### src/rtl/ppu_vram_arb.sv
// ppu_vram_arb: shares one synchronous VRAM port between the render fetch sequencer and the CPU data port.
// Optional macro PPU_ARB_RENDER_LOCK_EN holds off CPU grants while i_render_active is high.
module ppu_vram_arb #(
    parameter int ADDR_W = 14,
    parameter int DATA_W = 8
) (
    input  logic              clk,
    input  logic              rst,
    input  logic              i_render_active,
    input  logic              i_render_req,
    input  logic [ADDR_W-1:0] i_render_addr,
    output logic              o_render_ack,
    output logic [DATA_W-1:0] o_render_rdata,
    input  logic              i_cpu_req,
    input  logic              i_cpu_we,
    input  logic [ADDR_W-1:0] i_cpu_addr,
    input  logic [DATA_W-1:0] i_cpu_wdata,
    output logic              o_cpu_ack,
    output logic [DATA_W-1:0] o_cpu_rdata,
    output logic              o_cpu_wait,
    output logic              o_vram_en,
    output logic              o_vram_we,
    output logic [ADDR_W-1:0] o_vram_addr,
    output logic [DATA_W-1:0] o_vram_wdata,
    input  logic [DATA_W-1:0] i_vram_rdata
);

    localparam logic [1:0] S_IDLE  = 2'd0;
    localparam logic [1:0] S_ISSUE = 2'd1;
    localparam logic [1:0] S_WAIT  = 2'd2;
    localparam logic [1:0] S_DONE  = 2'd3;

    logic [1:0]        r_state;
    logic              r_own_cpu;
    logic              r_we;
    logic              r_render_ack;
    logic              r_cpu_ack;
    logic              r_cpu_wait;
    logic              r_vram_en;
    logic              r_vram_we;
    logic [ADDR_W-1:0] r_vram_addr;
    logic [DATA_W-1:0] r_vram_wdata;
    logic [DATA_W-1:0] r_render_rdata;
    logic [DATA_W-1:0] r_cpu_rdata;

    logic w_sample;
    logic w_cpu_allowed;
    logic w_render_grant;
    logic w_cpu_grant;
    logic w_cpu_busy;

    assign w_sample = (r_state == S_IDLE) || (r_state == S_DONE);

`ifdef PPU_ARB_RENDER_LOCK_EN
    assign w_cpu_allowed = ~i_render_active;
`else
    logic w_unused_render_active;
    assign w_unused_render_active = i_render_active;
    assign w_cpu_allowed          = 1'b1;
`endif

    assign w_render_grant = w_sample & i_render_req;
    assign w_cpu_grant    = w_sample & i_cpu_req & ~i_render_req & w_cpu_allowed;
    // CPU already owns the port; its DONE cycle follows WAIT, so wait stays low through the ack.
    assign w_cpu_busy     = r_own_cpu & ((r_state == S_ISSUE) || (r_state == S_WAIT));

    always_ff @(posedge clk) begin
        if (rst) begin
            r_state        <= S_IDLE;
            r_own_cpu      <= 1'b0;
            r_we           <= 1'b0;
            r_render_ack   <= 1'b0;
            r_cpu_ack      <= 1'b0;
            r_cpu_wait     <= 1'b0;
            r_vram_en      <= 1'b0;
            r_vram_we      <= 1'b0;
            r_vram_addr    <= '0;
            r_vram_wdata   <= '0;
            r_render_rdata <= '0;
            r_cpu_rdata    <= '0;
        end else begin
            r_vram_en    <= 1'b0;
            r_vram_we    <= 1'b0;
            r_render_ack <= 1'b0;
            r_cpu_ack    <= 1'b0;
            r_cpu_wait   <= i_cpu_req & ~w_cpu_grant & ~w_cpu_busy;
            case (r_state)
                S_IDLE, S_DONE: begin
                    if (w_render_grant || w_cpu_grant) begin
                        r_state     <= S_ISSUE;
                        r_own_cpu   <= w_cpu_grant;
                        r_we        <= w_cpu_grant & i_cpu_we;
                        r_vram_en   <= 1'b1;
                        r_vram_we   <= w_cpu_grant & i_cpu_we;
                        r_vram_addr <= w_cpu_grant ? i_cpu_addr : i_render_addr;
                        if (w_cpu_grant) begin
                            r_vram_wdata <= i_cpu_wdata;
                        end
                    end else begin
                        r_state <= S_IDLE;
                    end
                end
                S_ISSUE: r_state <= S_WAIT;
                S_WAIT: begin
                    r_state <= S_DONE;
                    if (r_own_cpu) begin
                        r_cpu_ack <= 1'b1;
                        if (!r_we) begin
                            r_cpu_rdata <= i_vram_rdata;
                        end
                    end else begin
                        r_render_ack   <= 1'b1;
                        r_render_rdata <= i_vram_rdata;
                    end
                end
                default: r_state <= S_IDLE;
            endcase
        end
    end

    assign o_render_ack   = r_render_ack;
    assign o_render_rdata = r_render_rdata;
    assign o_cpu_ack      = r_cpu_ack;
    assign o_cpu_rdata    = r_cpu_rdata;
    assign o_cpu_wait     = r_cpu_wait;
    assign o_vram_en      = r_vram_en;
    assign o_vram_we      = r_vram_we;
    assign o_vram_addr    = r_vram_addr;
    assign o_vram_wdata   = r_vram_wdata;

endmodule

### config.mk
export PLATFORM = sky130hd
export DESIGN_NAME = ppu_vram_arb
export DESIGN_NICKNAME = d
export VERILOG_FILES = /design/src/rtl/ppu_vram_arb.sv
export SDC_FILE = /design/constraint.sdc
export NUM_CORES = 1
export LEC_CHECK = 0
export CORE_AREA = 2 2 74 76
export CTS_CLUSTER_DIAMETER = 60
export DETAILED_ROUTE_END_ITERATION = 8
export DIE_AREA = 0 0 76 78
export GPL_TIMING_DRIVEN = 0
export PLACE_DENSITY = 0.74
export SYNTH_ARGS = -nofsm -noshare
export SYNTH_HDL_FRONTEND = slang
export SYNTH_SLANG_ARGS = --single-unit
### constraint.sdc
create_clock -name clk -period 1.3 [get_ports clk]
set_input_delay 0.13 -clock clk [delete_from_list [all_inputs] [get_ports clk]]
set_output_delay 0.13 -clock clk [all_outputs]
set_load 0.02 [all_outputs]
Word level (Yosys, flattened, before mapping)
Index checks and enable logic that the tools add are counted.

Bits in registers: 47. Word-level logic and storage cells: 48.

Equality and inequality tests: 3. Mux-type cells: 6. Bitwise operators: 15. Reduce and logical (&&, ||, !) cells: 12.

Operators with widths (number): 2-to-1 mux 14 bit (1); NOT 1 bit (8); AND 1 bit (7); case mux 2 bit (3 select lines) (1); AND reduction 3 bit (2); OR reduction 2 bit (3); equality test 2 bit, second input constant (2); 2-to-1 mux 1 bit (4); AND reduction 2 bit (2); logical OR 1 bit (3); OR reduction 3 bit (1); equality test 2 x 1 -> 1 bit, second input constant (1); zero test 2 bit (1).

Logic depth before layout (Yosys ltp)
Depth after elaboration: 7. Mapped depth: 7.

Worst setup path after synthesis
OpenSTA, ideal clock, no wires.

Kind: register to register. Start point: register r_state[0]. End point: register r_vram_addr[10] (netlist: o_vram_addr[10]). Library setup time: 0.092 ns. Data arrival time: 1.265 ns. Slack: -0.057 ns. Stages on the path, launching flop included: 8. Period minus slack after synthesis: 1.357 ns. Path through: dfxtp_1 -> inv_1 -> ha_1 -> buf_4 -> nand2_1 -> buf_4 -> nor2_1 -> nor4_1.

Cells in the longest elaborated chain, start to end: 6.

Ends and longest elaborated chain: from (decl) (RTL line 33) `logic [1:0] r_state;`; from (signal assigned) (RTL line 69) `r_state <= S_IDLE;`; from (signal assigned) (RTL line 90) `r_state <= S_ISSUE;`; from (signal assigned) (RTL line 100) `r_state <= S_IDLE;`; equality test 2 bit / zero test 2 bit (equally long branches) (RTL line 52, 87); logical OR 1 bit (RTL line 52) `assign w_sample = (r_state == S_IDLE) || (r_state == S_DONE);`; AND 1 bit (2 in a row) (RTL line 63) `assign w_cpu_grant = w_sample & i_cpu_req & ~i_render_req & w_cpu_allowed;`; logical OR 1 bit (RTL line 89) `if (w_render_grant || w_cpu_grant) begin`; AND reduction 2 bit (no source line); to (signal assigned) (RTL line 95) `r_vram_addr <= w_cpu_grant ? i_cpu_addr : i_render_addr;`; to (decl) (RTL line 41) `logic [ADDR_W-1:0] r_vram_addr;`.

Parallel ways exist; a longest one is shown, timed or not. A chain may end at the register's enable or synchronous reset.

Final worst setup path
Start point: register r_state[0]. End point: register r_we.

Cells in the longest elaborated chain, start to end: 6.

Ends and longest elaborated chain: equality test 2 bit / zero test 2 bit (equally long branches) (RTL line 52, 87); logical OR 1 bit (RTL line 52); AND 1 bit (2 in a row) (RTL line 63); logical OR 1 bit (RTL line 89); AND reduction 2 bit (no source line); to (signal assigned) (RTL line 92) `r_we <= w_cpu_grant & i_cpu_we;`; to (decl) (RTL line 35) `logic r_we;`.

Parallel ways exist; a longest one is shown, timed or not.

==> flow_metrics.tcl <==
set metrics [dict create \
    clockBufferDepth 2 \
    synthArstFlopShare 0 \
    p_int_mw 3.37 \
    finalCriticalPeriod_ps 1300 \
    switching_share 0.361 \
    io_pins 93 \
    clk_pin_slew_worst_paths_ps 90 \
    fin_area_sq_um 2980 \
    numCtsBuffers 5 \
    power.density_nw_per_um2 1770 \
    path_buf_inv 2 \
    route.detailed.drc 0 \
    syn_area_sq_um 1720 \
    synth_ff_type "dfxtp_1" \
    fmax_ghz 0.772 \
    min-delay-start "rst" \
    firstDrtPassIters 4 \
    port_buffers 90 \
    switchingPower_mw 1.90 \
    rsz0062_at_grt "true" \
    worstSkewPairLatency_ps 290 \
    hold_class "primary input to register" \
    grt.overflow.total 0 \
    hold_violations 0 \
    crit_type "register to register" \
    seq_power_share 0.362 \
    startpoint "r_state[0]" \
    leakagePower_nw 1.36 \
    die_h_um 78 \
    finalCritPeriodShare 0.996 \
    synth_top_family_by_area "simple AND/OR/NAND/NOR gates" \
    dieArea_sq_um 5930 \
    gr-usage-met3 0.0733 \
    max_slew_margin 0.609 \
    dp_hpwl_um 3340 \
    htreeDepth 2 \
    nets 360 \
    critPathTopFamily "flip-flops" \
    grt_pass1_wl_um 7890 \
    antenna_found_initial 0 \
    fillers 483 \
    drive_gt1_frac 0.181 \
    ys_seq_elements 47 \
    grt_use_met1 0.187 \
    grt.busiest_layer "met2" \
    area_delta_synth_final_pct 73.0 \
    dp_slack_ps -177 \
    fin_util 0.591 \
    diodes 0 \
    gp_congestion 0.727 \
    cpMaxStageDelayCell "dfxtp_2" \
    final-seq-area_sq_um 942 \
    die_w_um 76 \
    fin_skew_ps 6.18 \
    run_status "finished, final reports clean" \
    start_util 0.341 \
    grt_pass1_vias 1657 \
    cp_max_fo 5 \
    drt_iter0_markers 53 \
    synthCells 206 \
    worst_slack_ps 4.83 \
    cts.sinks 47 \
    critPathRequiredTime_ps 1530 \
    yosys_warnings 0 \
    max-cap-violations 0 \
    total_power_mw 5.27 \
    core_sq_um 5040 \
    worstPathCellList "inv_2, ha_4, and3b_2, buf_6, nand2_2, a21oi_2" \
    multi_input_area_sq_um 836 \
    setup_viol 0 \
    p_comb_frac 0.442 \
    wirelength_um 4930 \
    max_stage_delay_ps 330 \
    slew_viol_final 0 \
    worstPathArrival_ps 1520 \
    pwr-share-clk 0.196 \
    start_kind "register" \
    syn_area_per_cell_sq_um 8.36 \
    synth_edf_count 0 \
    synthSimpleGateAreaFrac 0.285 \
    synth_xor_area_frac 0 \
    place_area_sq_um 2750 \
    cp-end-kind "register" \
    antenna_left 0 \
    ir_worst_vdd_uv 1060 \
    cts_tree "yes" \
    worstMarginPinSlew_ps 587 \
    grt_max_degree 14 \
    syn_nets 257 \
    yosys.area_share.adder 0.00727 \
    ys_seq_area_frac 0.547 \
    cts-root-buf "clkbuf_8" \
    avgRoutedWirePerCell_um 13.0 \
    rows 26 \
    grt_util_all_layers 0.166 \
    yosys.cell_types.count 21 \
    vias_per_cell 4.57 \
    dr_total_vias 1732 \
    synth_mux_area_frac 0.0465 \
    grtUsageMet2 0.289 \
    reg2reg_from "r_state[0]" \
    synth_compound_area_frac 0.0705 \
    r2r_setup_slack_ps 5 \
]
[cells in the final DEF, fill, tap and decap left out, types with 3 or more instances in the layout]
cell,n
mux2i_1,8
nor4_2,5
a21oi_2,4
a21oi_1,15
nor2_2,9
nor2_1,44
dlygate4sd2_1,43
nor4_1,9
buf_6,8
nand2_1,28
dfxtp_1,46
buf_4,6
clkbuf_1,3
clkbuf_8,5
nand2_2,7
clkdlybuf4s50_1,47
[state kept, by name, summed over array words and instances (netlist names)]
signal          count
o_vram_wdata        8
r_state             2
r_we                1
o_vram_en           1
o_cpu_rdata         8
o_render_rdata      8
o_vram_addr        14
o_cpu_wait          1
o_vram_we           1
o_render_ack        1
o_cpu_ack           1
r_own_cpu           1
[cell usage after synthesis, drive strengths merged, types with 2 or more instances]
cell type   n  area, sq um
a21oi      19         95.1
and3b       2         17.5
buf        10         57.6
clkbuf      4         15.0
dfxtp      47          941
mux2i       8         80.1
nand2      36          135
nand2b      2         12.5
nand3b      2         18.8
nor2       55          206
nor4       14         93.8
o21ai       2         10.0
[layer usage]
| layer | up-vias | part of all wire |
|---|---|---|
| li1 | 880 | - |
| met1 | 770 | 0.42 |
| met2 | 78 | 0.48 |
| met3 | 4 | 0.093 |
| met4 | 0 | 0.0073 |
| met5 | - | 0 |
[final timing paths]
| kind | to | cells after the start |
|---|---|---|
| hold reg to reg | o_render_rdata[0] | 2 |
| setup / recovery | r_we | 6 |
| hold / removal | o_vram_addr[3] | 2 |
| setup reg to reg | r_we | 6 |
[layout make-up]
cell class | instances | area share
Timing Repair Buffer | 98 | 0.308
Tap cell | 70 | 0.0294
Multi-Input combinational cell | 144 | 0.281
Clock inverter | 1 | 0.0101
Clock buffer | 6 | 0.0244
Inverter | 1 | 0.00126
Sequential cell | 47 | 0.316
Buffer | 12 | 0.0298
[through the flow]
stage	cells	hold WS (ps)	setup TNS [ps]
3_5_place_dp	366	448	-2480
5_1_grt	379	184	-622
3_3_place_gp	366	442	-1990
6_report	379	159	0
2_1_floorplan	206	227	0
4_1_cts	379	151	-1810
[timing repair]
item | in CTS | in global routing
buffers inserted | 3 | 1
setup endpoints to repair | 82 | 41
gates cloned | 4 | 0
hold buffers | 0 | 0
pin swaps | 15 | 11
resized for setup | 63 | 24
[kinds of logic (layout without fill, tap and decap cells)]
group                      count (synthesis)  after routing
AOI/OAI and AO/OA                         23             23
and+or+nand+nor                          112            112
DFF                                       47             47
adders and majority gates                  1              1
buffers and inverters                     15            118
muxes                                      8              8
[power groups by stage]
stage | combinational, mW | clock [mW] | sequential (mW)
detailed placement | 2.14 | 0 | 1.93
global placement | 2.13 | 0 | 1.92
floorplan | 0.911 | 0 | 2.26
global route | 2.53 | 1.10 | 1.95
finish | 2.33 | 1.03 | 1.91
CTS | 2.25 | 1.05 | 1.89
No activity file was read; power rests on OpenSTA's default activity.
